`src/rtl/keypad_matrix_scanner_if.sv`:
```
// -----------------------------------------------------------------------------
// keypad_matrix_scanner_if
//  Bundles the keypad pin side and the decoder side of the matrix scanner.
//  Ports carried:
//   row_n      4  matrix rows, low = key closed on the driven column
//   col_n      4  one-cold column drive
//   D0,D1      1  row index bits (D0 = MSB of key code)
//   Q0,Q1      1  column index bits
//   key_valid  1  one-cycle pulse when a new debounced key code is presented
//   key_held   1  high while the reported key remains pressed
//  master: the scanner.  slave: pins/decoder side (or a bench).
// -----------------------------------------------------------------------------
interface keypad_matrix_scanner_if;
   logic [3:0] row_n;
   logic [3:0] col_n;
   logic       D0;
   logic       D1;
   logic       Q0;
   logic       Q1;
   logic       key_valid;
   logic       key_held;

   modport master (
      input  row_n,
      output col_n, D0, D1, Q0, Q1, key_valid, key_held
   );

   modport slave (
      output row_n,
      input  col_n, D0, D1, Q0, Q1, key_valid, key_held
   );
endinterface

```
`src/rtl/keypad_matrix_scanner.sv`:
```
// -----------------------------------------------------------------------------
// keypad_matrix_scanner
//  Scans a 4x4 active-low key matrix one column at a time, debounces press and
//  release of a single key, and reports the key as {D0,D1,Q0,Q1} = {row,col}
//  together with a one-cycle key_valid pulse per debounced press.
//  Ports:
//   clk    system clock, rising edge
//   rst_n  synchronous active-low reset
//   kp     keypad_matrix_scanner_if.master (row_n in; col_n, D0, D1, Q0, Q1,
//          key_valid, key_held out)
//  Parameters:
//   SCAN_DIV         clocks each column is driven before rows are sampled (>=4)
//   DEBOUNCE_CYCLES  consecutive stable clocks for press and release (>=2)
// -----------------------------------------------------------------------------
module keypad_matrix_scanner #(
   parameter int SCAN_DIV        = 1000,
   parameter int DEBOUNCE_CYCLES = 20000
) (
   input  logic                           clk,
   input  logic                           rst_n,
   keypad_matrix_scanner_if.master        kp
);

   localparam int DIV_W = $clog2(SCAN_DIV);
   localparam int CNT_W = $clog2(DEBOUNCE_CYCLES);
   localparam logic [DIV_W-1:0] DIV_LAST = DIV_W'(SCAN_DIV - 1);
   localparam logic [CNT_W-1:0] CNT_LAST = CNT_W'(DEBOUNCE_CYCLES - 1);

   typedef enum logic [1:0] {SCAN, DEBOUNCE, HELD, RELEASE} state_t;

   state_t           state, state_nxt;
   logic [3:0]       row_meta, row_s;
   logic [1:0]       col, col_nxt;
   logic [DIV_W-1:0] div, div_nxt;
   logic [CNT_W-1:0] cnt, cnt_nxt;
   logic [1:0]       r, r_nxt;
   logic [3:0]       code, code_nxt;
   logic             key_valid, valid_nxt;
   logic             key_held, held_nxt;
   logic             row_open;

   // Lowest-indexed closed row wins when several rows read low together.
   function automatic logic [1:0] lowest_low(input logic [3:0] rows);
      logic [1:0] idx;
      idx = 2'd3;
      for (int i = 3; i >= 0; i--) begin
         if (!rows[i]) idx = 2'(i);
      end
      return idx;
   endfunction

   // Only the latched row is watched once a key is being tracked.
   assign row_open = row_s[r];

   always_comb begin
      state_nxt = state;
      col_nxt   = col;
      div_nxt   = div;
      cnt_nxt   = cnt;
      r_nxt     = r;
      code_nxt  = code;
      valid_nxt = 1'b0;
      held_nxt  = key_held;
      case (state)
         SCAN: begin
            if (div == DIV_LAST) begin
               div_nxt = '0;
               if (row_s != 4'hF) begin
                  r_nxt     = lowest_low(row_s);
                  cnt_nxt   = '0;
                  state_nxt = DEBOUNCE;
               end else begin
                  col_nxt = col + 2'd1;
               end
            end else begin
               div_nxt = div + DIV_W'(1);
            end
         end
         DEBOUNCE: begin
            if (row_open) begin
               // Bounce: retry on the same column from a fresh dwell.
               cnt_nxt   = '0;
               div_nxt   = '0;
               state_nxt = SCAN;
            end else if (cnt == CNT_LAST) begin
               cnt_nxt   = '0;
               code_nxt  = {r, col};
               valid_nxt = 1'b1;
               held_nxt  = 1'b1;
               state_nxt = HELD;
            end else begin
               cnt_nxt = cnt + CNT_W'(1);
            end
         end
         HELD: begin
            if (row_open) begin
               cnt_nxt   = '0;
               state_nxt = RELEASE;
            end
         end
         RELEASE: begin
            if (!row_open) begin
               cnt_nxt   = '0;
               state_nxt = HELD;
            end else if (cnt == CNT_LAST) begin
               cnt_nxt   = '0;
               div_nxt   = '0;
               col_nxt   = col + 2'd1;
               held_nxt  = 1'b0;
               state_nxt = SCAN;
            end else begin
               cnt_nxt = cnt + CNT_W'(1);
            end
         end
         default: state_nxt = SCAN;
      endcase
   end

   always_ff @(posedge clk) begin
      if (!rst_n) begin
         state     <= SCAN;
         row_meta  <= 4'hF;
         row_s     <= 4'hF;
         col       <= 2'd0;
         div       <= '0;
         cnt       <= '0;
         r         <= 2'd0;
         code      <= 4'h0;
         key_valid <= 1'b0;
         key_held  <= 1'b0;
      end else begin
         // Two-stage synchroniser for the asynchronous row pins.
         row_meta  <= kp.row_n;
         row_s     <= row_meta;
         state     <= state_nxt;
         col       <= col_nxt;
         div       <= div_nxt;
         cnt       <= cnt_nxt;
         r         <= r_nxt;
         code      <= code_nxt;
         key_valid <= valid_nxt;
         key_held  <= held_nxt;
      end
   end

   assign kp.col_n     = ~(4'b0001 << col);
   assign kp.D0        = code[3];
   assign kp.D1        = code[2];
   assign kp.Q0        = code[1];
   assign kp.Q1        = code[0];
   assign kp.key_valid = key_valid;
   assign kp.key_held  = key_held;

endmodule

```
`src/flat_wrapper.sv`:
```
// flat-port wrapper written by rule: the top's interface ports become plain ports
module keypad_matrix_scanner_flat 
#(
   parameter int SCAN_DIV        = 1000,
   parameter int DEBOUNCE_CYCLES = 20000
)
  (clk, rst_n, kp_row_n, kp_col_n, kp_D0, kp_D1, kp_Q0, kp_Q1, kp_key_valid, kp_key_held);
  keypad_matrix_scanner_if kp_i ();
  input  logic clk;
  input  logic rst_n;
  input wire logic [$bits(kp_i.row_n)-1:0] kp_row_n;
  output wire logic [$bits(kp_i.col_n)-1:0] kp_col_n;
  output wire logic [$bits(kp_i.D0)-1:0] kp_D0;
  output wire logic [$bits(kp_i.D1)-1:0] kp_D1;
  output wire logic [$bits(kp_i.Q0)-1:0] kp_Q0;
  output wire logic [$bits(kp_i.Q1)-1:0] kp_Q1;
  output wire logic [$bits(kp_i.key_valid)-1:0] kp_key_valid;
  output wire logic [$bits(kp_i.key_held)-1:0] kp_key_held;
  assign kp_i.row_n = kp_row_n;
  assign kp_col_n = kp_i.col_n;
  assign kp_D0 = kp_i.D0;
  assign kp_D1 = kp_i.D1;
  assign kp_Q0 = kp_i.Q0;
  assign kp_Q1 = kp_i.Q1;
  assign kp_key_valid = kp_i.key_valid;
  assign kp_key_held = kp_i.key_held;
  keypad_matrix_scanner #(.SCAN_DIV(SCAN_DIV), .DEBOUNCE_CYCLES(DEBOUNCE_CYCLES)) u_core (.clk(clk), .rst_n(rst_n), .kp(kp_i));
endmodule
```
`config.mk`:
```
export PLATFORM = sky130hd
export DESIGN_NAME = keypad_matrix_scanner_flat
export DESIGN_NICKNAME = d
export VERILOG_FILES = /design/src/rtl/keypad_matrix_scanner_if.sv /design/src/rtl/keypad_matrix_scanner.sv /design/src/flat_wrapper.sv
export SDC_FILE = /design/constraint.sdc
export NUM_CORES = 1
export LEC_CHECK = 0
export ABC_AREA = 1
export CORE_ASPECT_RATIO = 2
export CORE_MARGIN = 10
export CORE_UTILIZATION = 59
export CTS_CLUSTER_DIAMETER = 30
export DETAILED_ROUTE_END_ITERATION = 16
export PLACE_DENSITY = 0.84
export SLEW_MARGIN = 10
export SYNTH_ARGS = -nofsm -noshare
export SYNTH_HDL_FRONTEND = slang
export SYNTH_SLANG_ARGS = --single-unit
export TNS_END_PERCENT = 100
```
`constraint.sdc`:
```
create_clock -name clk -period 2.1 [get_ports clk]
set_input_delay 0.42 -clock clk [delete_from_list [all_inputs] [get_ports clk]]
set_output_delay 0.42 -clock clk [all_outputs]
set_load 0.03 [all_outputs]
```
==> out/metrics.csv <==
metric,value,unit
status,"finished, final reports clean",
drt_iter0_drc,173,
critPathCapture,kp_col_n[3],
internal-power,0.00114,W
core-area,4050,sq um
p_per_area,554,nW/um^2
p_switching,0.000393,W
clock_path_buffers,2,
rows,33,
hp-class,flip-flop to flip-flop,
fillCellCount,378,
slowest_delay,0.66,ns
vias_per_cell,5.50,
min_period,2.01,ns
cts_tree,done,
timing.rr.end,u_core.div[2],
mostFrequentLayoutCells,"nand2_1 (90), nor2_1 (46), dfxtp_1 (45), inv_1 (42), nand3_1 (37)",
grt_max_degree,20,
first_global_vias,2347,
io_pins,16,
path_clk_slew,0.10,ns
grt_overflow,0,
die_area,7300,sq um
port_buffers,15,
place_ws,0.230,ns
pwr-share-clk,38.9,%
drv_cap,0,
cts_max_level,2,
final_common_cell,nand2_1,
holdWs,0.421,ns
clock_latency,0.31,ns
fp.dieW,65.6,microns
numCtsBuffers,5,
drive_gt1_share,10.2,%
ys_seq_area_share,36.7,%
synth_area_per_cell,6.64,sq um
multi_input_area,1330,sq um
grt_antenna_before_repair,0,
setup.worst_path.class,flip-flop to primary output,
tightest_slew,0.441,ns
place.gp.congestion,0.970,
crit_start,u_core.col[0],
finalSetupViolCount,0,
fin_skew,0.00666,ns
r2r_start,u_core.cnt[0],
switching_share,25.6,%
vias,2441,
first_pass_iters,4,
crit_path_end_kind,primary output,
clock-sinks,45,
finalHoldViolCount,0,
seq_power_share,56.9,%
grtUsageTotal,17.5,%
critPathSlowestCell,clkdlybuf4s50_1,
syn_nets,382,
cts_root_buffer,clkbuf_8,
netlist_instances,370,
cp_data_arrival_time,1.59,ns
worst-path-max-fanout,4,
p_leak,1.15,nW
fmax,499,MHz
nets,403,
place.detailed.hpwl,4790,microns
relSlewSlack,70.6,%
required,1.68,ns
ff2ff_setup_slack,0.13,ns
rsz0062_at_grt,no,
drcViolationCount,0,
drt-total-wl,6290,microns
peakVddDrop,0.457,mV
post-route-period-util,95.5,%
fin_setup_tns,0,ns
post_cts_buffers,0,
combPwrFrac,4.1,%
synthesis.area,2460,sq um
synth_cell_type_count,31,
cp-start-kind,flip-flop,
crit_chain,"ha_1, inv_1, clkdlybuf4s50_1",
drt-wirelength-per-cell,14.2,microns
area_growth,13.0,%
route.antenna.remaining_nets,0,
drv_slew,0,
die_height,111,microns
r2r_cells,9,
num_antenna_cells,0,
grt_pass1_wl,10400,microns
regArea,901,sq um
initial_core_util,60.7,%
fin_ws,0.0946,ns
yosysWarnings,0,
synth-seq-cells,45,
cells in the mapped netlist:
master	n	area share (%)
o21bai_1	1	0.31
inv_2	1	0.15
ha_1	6	3.1
nor2_2	1	0.25
clkbuf_1	5	0.76
o211ai_1	1	0.31
nor3b_1	4	1.2
nand3b_1	1	0.31
nand3_1	37	7.5
nor2_4	1	0.46
nand2_4	1	0.46
a21oi_1	26	5.3
o21ai_0	11	2.2
xor2_1	3	1.1
buf_6	3	1.4
nand2_2	6	1.5
a211oi_1	1	0.31
clkinv_1	1	0.15
or2_2	9	2.3
nand2_1	90	14
dfxtp_1	45	37
inv_1	42	6.4
a31o_2	1	0.36
nand3_2	2	0.81
nor2_1	46	7.0
nand4_1	11	2.8
buf_4	2	0.61
or3_1	1	0.25
clkbuf_2	1	0.20
nor3_1	8	1.6
o21ai_1	2	0.41
logic make-up (layout without fill, tap and decap cells):
group / count (synthesis) / count (layout) / share of synthesized area, %
flops: 45 / 45 / 36.7
buf+inv: 55 / 77 / 9.67
simple gates: 218 / 218 / 40.3
xor+xnor: 3 / 3 / 1.07
compound gates: 43 / 43 / 9.22
fa+ha+maj: 6 / 6 / 3.05
area by class of cell:
cell class / count / share of cell area (%)
Clock buffer: 5 / 2.48
Clock inverter: 3 / 1.04
Inverter: 44 / 5.95
Multi-Input combinational cell: 270 / 47.8
Sequential cell: 45 / 32.4
Tap cell: 52 / 2.34
Timing Repair Buffer: 25 / 7.98
state kept, by name, summed over array words and instances (netlist names), named ones only:
name,count
u_core.code,4
u_core.r,2
u_core.col,2
u_core.state,1
u_core.row_s,4
u_core.div,10
u_core.kp.key_valid,1
u_core.cnt,15
u_core.kp.key_held,1
u_core.row_meta,4
metal layers:
metal | vias up | global-route usage, % | part of all wire (%)
met5 | - | 0 | 0
met4 | 0 | 12.1 | 6.0
met3 | 30 | 2.63 | 2.6
met2 | 73 | 32.8 | 56
met1 | 1110 | 15.9 | 35
li1 | 1228 | - | -
how the worst min path moves through the flow:
stage,startpoint,to,slack (ns),cells past startpoint
finish,u_core.row_meta[2],u_core.row_s[2],0.42,1
CTS,u_core.row_meta[2],u_core.row_s[2],0.42,1
floorplan,u_core.row_meta[0],u_core.row_s[0],0.39,1
global route,u_core.row_meta[1],u_core.row_s[1],0.43,1
global placement,u_core.row_meta[0],u_core.row_s[0],0.40,1
detailed placement,u_core.row_meta[2],u_core.row_s[2],0.40,1
stage by stage:
stage | util [%] | std cells | area, sq um | total power [W]
3_3_place_gp | 66.1 | 436 | 2680 | 0.000955
3_5_place_dp | 66.1 | 436 | 2680 | 0.000957
2_1_floorplan | - | 370 | 2460 | 0.000932
4_1_cts | 68.4 | 444 | 2770 | 0.00154
5_1_grt | 68.6 | 444 | 2780 | 0.00158
6_report | 68.6 | 444 | 2780 | 0.00154
critical path, delay by kind of cell (launching register included):
kind	cells	cell delay [ns]
buffers and inverters	2	0.71
DFF	1	0.36
adders and majority gates	1	0.21
power by group through the flow:
stage	registers, W	clock network [W]	logic (W)
after floorplan	0.000892	0	0.0000407
after global placement	0.000893	0	0.0000615
after detailed placement	0.000894	0	0.0000628
after CTS	0.000874	0.000602	0.0000630
after global routing	0.000876	0.000633	0.0000717
final	0.000875	0.000599	0.0000637
timing repair:
action | in CTS | in global routing
hold endpoints to repair | 0 | 0
gates resized for setup | 3 | 1
hold buffers | 0 | 0
cloned | 0 | 0
endpoints found under the setup margin | 3 | 1
(Power assumes the default switching activity.)
